## src/rtl/rx_char_framer_if.sv

```systemverilog
// Character framer bus: serial line and enable in, parallel character and status out.
// The framer side uses the slave modport; the line/controller side uses master.
// Pure signal bundle; no logic and no added latency.
interface rx_char_framer_if #(
  parameter int DATA_BITS = 8
) ();

  localparam int BCW = $clog2(DATA_BITS + 4);

  logic                 enable;
  logic                 rx_in;
  logic [DATA_BITS-1:0] data_out;
  logic                 char_complete;
  logic                 parity_err;
  logic                 framing_err;
  logic                 busy;
  logic [BCW-1:0]       bit_count;

  // Line side: drives the serial input and enable, observes the character.
  modport master (
    output enable,
    output rx_in,
    input  data_out,
    input  char_complete,
    input  parity_err,
    input  framing_err,
    input  busy,
    input  bit_count
  );

  // Framer side.
  modport slave (
    input  enable,
    input  rx_in,
    output data_out,
    output char_complete,
    output parity_err,
    output framing_err,
    output busy,
    output bit_count
  );

endinterface

```

## src/rtl/rx_char_framer.sv

```systemverilog
// Receive character framer: start detect, mid-bit sampling, optional parity, 1/2 stop bits.
// Latency: char_complete high the cycle after the last stop sample (E(OS/2 + N*OS) from start edge).
// No backpressure: the character buffer must accept every char_complete pulse.
module rx_char_framer #(
  parameter int DATA_BITS  = 8,   // 5..9
  parameter int OVERSAMPLE = 16,  // even, 4..64
  parameter int PARITY_EN  = 0,
  parameter int PARITY_ODD = 0,
  parameter int STOP_BITS  = 1    // 1 or 2
) (
  input logic               clk,
  input logic               reset,
  rx_char_framer_if.slave   bus
);

  localparam int CW  = $clog2(OVERSAMPLE);
  localparam int BCW = $clog2(DATA_BITS + 4);

  // Sample-counter values at which the start bit is re-checked and a bit is sampled.
  localparam logic [CW-1:0] HALF_LAST = CW'(OVERSAMPLE / 2 - 1);
  localparam logic [CW-1:0] BIT_LAST  = CW'(OVERSAMPLE - 1);

  // bit_count equals the 1-based index of the bit being sampled (start bit = 0),
  // so these values identify the last data bit and the last stop bit.
  localparam logic [BCW-1:0] DATA_DONE = BCW'(DATA_BITS);
  localparam logic [BCW-1:0] LAST_BIT  = BCW'(DATA_BITS + PARITY_EN + STOP_BITS);

  localparam bit PAR_EN  = (PARITY_EN != 0);
  localparam bit ODD_PAR = (PARITY_ODD != 0);

  typedef enum logic [2:0] {
    S_IDLE,
    S_START,
    S_DATA,
    S_PARITY,
    S_STOP
  } state_t;

  state_t               state_q, state_nxt;
  logic [CW-1:0]        cnt_q, cnt_nxt;
  logic [BCW-1:0]       bcnt_q, bcnt_nxt;
  logic [DATA_BITS-1:0] shift_q;
  logic                 par_bit_q;
  logic                 stop_err_q;

  logic                 bit_tick;
  logic                 smp_data;
  logic                 smp_par;
  logic                 smp_stop;
  logic                 done;

  assign bit_tick = (cnt_q == BIT_LAST);

  // Next-state, counter and sample-strobe decode; enable low overrides everything.
  always_comb begin
    state_nxt = state_q;
    cnt_nxt   = cnt_q;
    bcnt_nxt  = bcnt_q;
    smp_data  = 1'b0;
    smp_par   = 1'b0;
    smp_stop  = 1'b0;
    done      = 1'b0;

    if (!bus.enable) begin
      state_nxt = S_IDLE;
      cnt_nxt   = '0;
      bcnt_nxt  = '0;
    end else begin
      case (state_q)
        S_IDLE: begin
          if (!bus.rx_in) begin
            state_nxt = S_START;
            cnt_nxt   = '0;
          end
        end

        S_START: begin
          if (cnt_q == HALF_LAST) begin
            cnt_nxt = '0;
            if (!bus.rx_in) begin
              state_nxt = S_DATA;
              bcnt_nxt  = BCW'(1);
            end else begin
              // Glitch shorter than half a bit: silently drop it.
              state_nxt = S_IDLE;
            end
          end else begin
            cnt_nxt = cnt_q + 1'b1;
          end
        end

        S_DATA: begin
          if (bit_tick) begin
            cnt_nxt  = '0;
            smp_data = 1'b1;
            bcnt_nxt = bcnt_q + 1'b1;
            if (bcnt_q == DATA_DONE) begin
              state_nxt = PAR_EN ? S_PARITY : S_STOP;
            end
          end else begin
            cnt_nxt = cnt_q + 1'b1;
          end
        end

        S_PARITY: begin
          if (bit_tick) begin
            cnt_nxt   = '0;
            smp_par   = 1'b1;
            bcnt_nxt  = bcnt_q + 1'b1;
            state_nxt = S_STOP;
          end else begin
            cnt_nxt = cnt_q + 1'b1;
          end
        end

        S_STOP: begin
          if (bit_tick) begin
            cnt_nxt  = '0;
            smp_stop = 1'b1;
            if (bcnt_q == LAST_BIT) begin
              done      = 1'b1;
              bcnt_nxt  = '0;
              state_nxt = S_IDLE;
            end else begin
              bcnt_nxt = bcnt_q + 1'b1;
            end
          end else begin
            cnt_nxt = cnt_q + 1'b1;
          end
        end

        default: begin
          state_nxt = S_IDLE;
          cnt_nxt   = '0;
          bcnt_nxt  = '0;
        end
      endcase
    end
  end

  // State, sample counter and bit counter registers.
  always_ff @(posedge clk or posedge reset) begin
    if (reset) begin
      state_q <= S_IDLE;
      cnt_q   <= '0;
      bcnt_q  <= '0;
    end else begin
      state_q <= state_nxt;
      cnt_q   <= cnt_nxt;
      bcnt_q  <= bcnt_nxt;
    end
  end

  // Capture data/parity/stop samples; the shift register fills from the MSB end
  // so the first data bit ends up in bit 0.
  always_ff @(posedge clk or posedge reset) begin
    if (reset) begin
      shift_q    <= '0;
      par_bit_q  <= 1'b0;
      stop_err_q <= 1'b0;
    end else begin
      if (smp_data) begin
        shift_q <= {bus.rx_in, shift_q[DATA_BITS-1:1]};
      end
      if (smp_par) begin
        par_bit_q <= bus.rx_in;
      end
      if (state_q == S_IDLE) begin
        stop_err_q <= 1'b0;
      end else if (smp_stop && !bus.rx_in) begin
        stop_err_q <= 1'b1;
      end
    end
  end

  // Deliver the character and flags on the last stop sample; they then hold.
  always_ff @(posedge clk or posedge reset) begin
    if (reset) begin
      bus.data_out      <= '0;
      bus.char_complete <= 1'b0;
      bus.parity_err    <= 1'b0;
      bus.framing_err   <= 1'b0;
    end else begin
      bus.char_complete <= done;
      if (done) begin
        bus.data_out    <= shift_q;
        // XOR over data plus parity bit: even wants 0, odd wants 1.
        bus.parity_err  <= PAR_EN & ((^shift_q) ^ par_bit_q ^ ODD_PAR);
        bus.framing_err <= stop_err_q | ~bus.rx_in;
      end
    end
  end

  assign bus.busy      = (state_q != S_IDLE);
  assign bus.bit_count = bcnt_q;

endmodule

```

## src/flat_wrapper.sv

```systemverilog
// flat-port wrapper written by rule: the top's interface ports become plain ports
module rx_char_framer_flat 
#(
  parameter int DATA_BITS  = 8,          
  parameter int OVERSAMPLE = 16,                
  parameter int PARITY_EN  = 0,
  parameter int PARITY_ODD = 0,
  parameter int STOP_BITS  = 1             
)
  (clk, reset, bus_enable, bus_rx_in, bus_data_out, bus_char_complete, bus_parity_err, bus_framing_err, bus_busy, bus_bit_count);
  rx_char_framer_if #(.DATA_BITS(DATA_BITS)) bus_i ();
  input logic clk;
  input logic reset;
  input wire logic [$bits(bus_i.enable)-1:0] bus_enable;
  input wire logic [$bits(bus_i.rx_in)-1:0] bus_rx_in;
  output wire logic [$bits(bus_i.data_out)-1:0] bus_data_out;
  output wire logic [$bits(bus_i.char_complete)-1:0] bus_char_complete;
  output wire logic [$bits(bus_i.parity_err)-1:0] bus_parity_err;
  output wire logic [$bits(bus_i.framing_err)-1:0] bus_framing_err;
  output wire logic [$bits(bus_i.busy)-1:0] bus_busy;
  output wire logic [$bits(bus_i.bit_count)-1:0] bus_bit_count;
  assign bus_i.enable = bus_enable;
  assign bus_i.rx_in = bus_rx_in;
  assign bus_data_out = bus_i.data_out;
  assign bus_char_complete = bus_i.char_complete;
  assign bus_parity_err = bus_i.parity_err;
  assign bus_framing_err = bus_i.framing_err;
  assign bus_busy = bus_i.busy;
  assign bus_bit_count = bus_i.bit_count;
  rx_char_framer #(.DATA_BITS(DATA_BITS), .OVERSAMPLE(OVERSAMPLE), .PARITY_EN(PARITY_EN), .PARITY_ODD(PARITY_ODD), .STOP_BITS(STOP_BITS)) u_core (.clk(clk), .reset(reset), .bus(bus_i));
endmodule
```

## config.mk

```make
export PLATFORM = sky130hd
export DESIGN_NAME = rx_char_framer_flat
export DESIGN_NICKNAME = d
export VERILOG_FILES = /design/src/rtl/rx_char_framer_if.sv /design/src/rtl/rx_char_framer.sv /design/src/flat_wrapper.sv
export SDC_FILE = /design/constraint.sdc
export NUM_CORES = 1
export LEC_CHECK = 0
export BUFFER_PORTS_ARGS = -buffer_cell sky130_fd_sc_hd__buf_2
export CAP_MARGIN = 40
export CORE_MARGIN = 2
export CORE_UTILIZATION = 59
export CTS_BUF_LIST = sky130_fd_sc_hd__clkbuf_4
export CTS_CLUSTER_SIZE = 25
export DETAILED_ROUTE_END_ITERATION = 7
export GPL_TIMING_DRIVEN = 1
export PLACE_DENSITY = 0.81
export SLEW_MARGIN = 20
export SYNTH_ARGS = -nofsm -noshare
export SYNTH_HDL_FRONTEND = slang
export SYNTH_SLANG_ARGS = --single-unit
export TNS_END_PERCENT = 5
```

## constraint.sdc

```tcl
create_clock -name clk -period 2.14 [get_ports clk]
set_clock_uncertainty 0.15 [all_clocks]
set_input_delay 0.214 -clock clk [delete_from_list [all_inputs] [get_ports clk]]
set_output_delay 0.214 -clock clk [all_outputs]
set_load 0.01 [all_outputs]
```

Word level (Yosys, flattened, before mapping)
Cells that the tools add are included.
W data, S select, Z words.

storage, ports and cells
  register bits = 30
  input bits = 4
  word-level logic and storage cells = 72

operators by class
  $add $sub $neg = 2
  equality and inequality tests = 18
  muxes and demuxes = 33
  bitwise logic cells = 2
  reduce and logical (&&, ||, !) cells = 9

operator list
  operator               number
  $mux W4                10
  $mux W3                8
  $ne A3 B2 Y1 const B   7
  $pmux W4 S4            1
  $pmux W3 S5            1
  $eq A4 B4 Y1 const B   3
  $pmux W4 S3            1
  $mux W1                11
  $add A4 B1 Y4 const B  2
  $reduce_and A7 Y1      1
  $eq A3 B2 Y1 const B   2
  $ne A3 B3 Y1 const B   2
  $reduce_and A5 Y1      1
  $eq A4 B3 Y1 const B   1
  $eq A3 B1 Y1 const B   1
  $eq A3 B3 Y1 const B   1
  $logic_not A3 Y1       1
  $reduce_bool A3 Y1     1
  $reduce_or A3 Y1       1
  $mux W2                1
  $ne A2 B2 Y1 const B   1
  $reduce_bool A2 Y1     1
  $reduce_or A2 Y1       1
  $logic_and A1 B1 Y1    1
  other kinds (3)        3

Depth between registers and ports, before layout
  word-level depth = 7
  depth in mapped cells = 7
  mapped depth without buffers = 7

Worst setup path after synthesis
OpenSTA, ideal clock, no wires.

  path kind = register to register
  from = register u_core.cnt_q[0]
  to = register u_core.shift_q[0]
  library setup time = 0.125 ns
  arrival time = 1.629 ns
  slack = 0.235 ns
  stages on the path, launching flop included = 6
  buffers on the path = 1
  cells stage by stage = dfrtp_1 ha_1 nand3_2 or4_4 buf_6 mux2_4

on the way
  word-level cells in the longest chain between the ends = 4

RTL lines
  item                    RTL line               RTL
  from (decl)             rx_char_framer.sv:40   logic [CW-1:0] cnt_q, cnt_nxt;
  from (signal assigned)  rx_char_framer.sv:149  cnt_q <= cnt_nxt;
  $eq A4 B4 Y1            rx_char_framer.sv:52   assign bit_tick = (cnt_q == BIT_LAST);
  $mux W1                 n/a
  $mux W1                 rx_char_framer.sv:69   case (state_q)
  $mux W1                 rx_char_framer.sv:64   if (!bus.enable) begin
  to (signal assigned)    rx_char_framer.sv:163  shift_q <= {bus.rx_in, shift_q[DATA_BITS-1:1]};
  to (decl)               rx_char_framer.sv:42   logic [DATA_BITS-1:0] shift_q;

No other way between the ends.
A chain may end at the register's enable or synchronous reset.

Worst setup path in the final report
  from = register u_core.cnt_q[0]
  to = register u_core.shift_q[3]

The elaborated chain is that of the path after synthesis.

==> results.ini <==
[drt]
drt_wl_total_um=2690
routed_via_density=5.76
drc=0
ant_nets=0
wl_per_cell_um=14.2
drt_pass1_iterations=4
drt_iter0_markers=11
vias=1095

[worst_setup_path]
crit_type=reg2reg
crit_required_ns=2.21
arrival_ns=2.08
worstSetupEndpointType=flop
startpoint_type=flop
cp_max_fo=8

[floorplan]
initial_core_util_pct=62.1
die-height_um=54.8
core_um2=2450
ioPinCount=20
dieArea_um2=3010
fp.dieW_um=54.8
fp-row-count=18

[grt]
antenna_found_initial=0
grt_use_met2_pct=35.9
grt_max_degree=31
grt_util_met1_pct=24.4
grt_pass1_wl_um=4420
grt_pass1_vias=1008
overflow=0
grt.busiest_layer=met2
grt_use_met3_pct=8.20
grt_usage_pct=22.0

[logic_synthesis]
synthDistinctLibCells=38
synthCells=137
synth_xor_xnor_area_share_pct=0
synth_top_family_by_area=simple AND/OR/NAND/NOR gates
synthSimpleGateAreaFrac_pct=16.9
syn_avg_cell_area_um2=11.1
synth-seq-cells=30
synth_compound_area_share_pct=11.2
muxShareOfSynthArea_pct=13.8
synthAdderAreaFrac_pct=3.28
ys_seq_area_share_pct=49.2
yosysWarnings=0
synthesis.area_um2=1530
synth_fp_nets=145

[clock_tree]
cts_inserted_buffers=5
clkTransAtPathRegs_ns=0.09
numClockSinks=30
cts_max_level=2
cts_max_path_buffers=2
root_buffer=clkbuf_4
cts_tree=yes
post_cts_buffers=0
clk_latency_ns=0.33

[placement]
gp_congestion=0.905
dpl.hpwl_um=1960
io_buffers=18
dp.cells=181

[cells_and_area]
fin_cells=190
final_common_cell=dfrtp_1
num_antenna_cells=0
final_cell_mix=dfrtp_1 (30), buf_2 (18), nand2_1 (14), o21ai_0 (12), nor2_1 (9)
drive_above_1_share_pct=33.8
area_growth_pct=10.6
nNetsFinal=167

[outcome]
outcome=completed

[power]
ir_drop_uv=523
leakage_uw=0.000866
power_density_nw_per_um2=570

[sta]
rsz0062_at_grt=false
post-route-min-period_ns=2.01
fin_setup_tns_ns=0
final-hold-violation-count=0
timing.fmax_ghz=0.497
post-route-period-util_pct=94.0
setup_viol=0
final_max_slew_viol_count=0

[hold_path]
hold_class=in2reg

[job]
maxCapViolations=0

==> cell usage after synthesis (all sizes together) <==
master	count	share of area, %
dfrtp	30	49
mux2	16	14
nand2	14	3.4
o21ai	13	4.5
nor2	10	2.6
inv	8	2.0
buf	7	3.4
nand3	5	2.0
ha	4	3.3
a31oi	3	1.2
nor2b	3	1.2
and4bb	2	1.9
nand3b	2	0.98
nand4	2	0.82
o41ai	2	1.1
a211o	1	0.66
a211oi	1	1.3
a21boi	1	0.49
a21oi	1	0.33
and3	1	0.41
and3b	1	0.57
conb	1	0.25
nand2b	1	0.41
nor3	1	0.33
o211ai	1	0.49
o21a	1	0.49
o31ai	1	0.49
or2	1	0.41
or3	1	0.41
or4	1	0.74
or4b	1	0.66
==> what timing repair did <==
item,4_1_cts,5_1_grt
endpoints found under the hold margin,30,0
gates resized for setup,0,0
hold buffers,1,0
==> stage by stage <==
stage          util (%)  instance area (um^2)  hold slack (ns)  total power, uW  worst slack, ns
2_1_floorplan         -                  1530            0.155              630            0.235
3_3_place_gp       66.1                  1620            0.144              646            0.213
3_5_place_dp       66.1                  1620            0.158              648            0.154
4_1_cts            68.7                  1690          0.00291              973            0.134
5_1_grt            68.7                  1690           0.0122             1010           0.0701
6_report           68.7                  1690           0.0114              962            0.128
==> critical path: stages, from the launching register on <==
cell and delay [ns]:
dfrtp_1 0.40, ha_1 0.26, nand3_2 0.15, or4_4 0.61, mux2_4 0.33
==> cell families (layout without fill, tap and decap cells) <==
| logic type | Yosys count | after routing |
|---|---|---|
| AND/OR/NAND/NOR | 46 | 46 |
| flip-flops | 30 | 30 |
| AO/OA/AOI/OAI | 25 | 25 |
| multiplexers | 16 | 16 |
| buffers and inverters | 15 | 38 |
| adder cells (fa/ha/maj) | 4 | 4 |
| other | 1 | 1 |
==> worst paths after layout <==
check	start	endpoint	slack [ns]	depth (start not counted)
max	u_core.cnt_q[0]	u_core.shift_q[3]	0.13	4
min	bus_rx_in	u_core.state_q[0]	0.01	2
max reg2reg	u_core.cnt_q[0]	u_core.shift_q[3]	0.13	4
min reg2reg	u_core.bus.data_out[4]	u_core.bus.data_out[4]	0.36	1
max in group asynchronous	reset	u_core.bus.data_out[5]	1.23	4
min in group asynchronous	reset	u_core.bus.bit_count[3]	0.34	4
==> per-layer routing <==
layer | up-vias | wire length (um)
met3 | 8 | 145
li1 | 518 | -
met4 | 0 | 72
met1 | 542 | 1130
met5 | - | 0
met2 | 27 | 1350
==> layout make-up <==
class	count	area (um^2)
fill	185	768
clock inverter	2	8.76
timing repair buffer	22	123
clock buffer	6	45.0
inverter	8	30.0
sequential	30	751
multi-input combinational	92	692
tap	30	37.5
==> sequential cells by signal, summed over array words and instances (netlist names) <==
name,count
u_core.bus.bit_count,4
u_core.bus.char_complete,1
u_core.bus.data_out,8
u_core.bus.framing_err,1
u_core.cnt_q,4
u_core.shift_q,8
u_core.state_q,3
u_core.stop_err_q,1
==> report_power, final <==
group          total [uW]  internal, uW  switching [uW]  leakage (uW)
clock                 325           136             189     0.0000331
sequential            576           571            5.39      0.000417
combinational        60.6          22.0            38.6      0.000416
(Power assumes the default switching activity.)
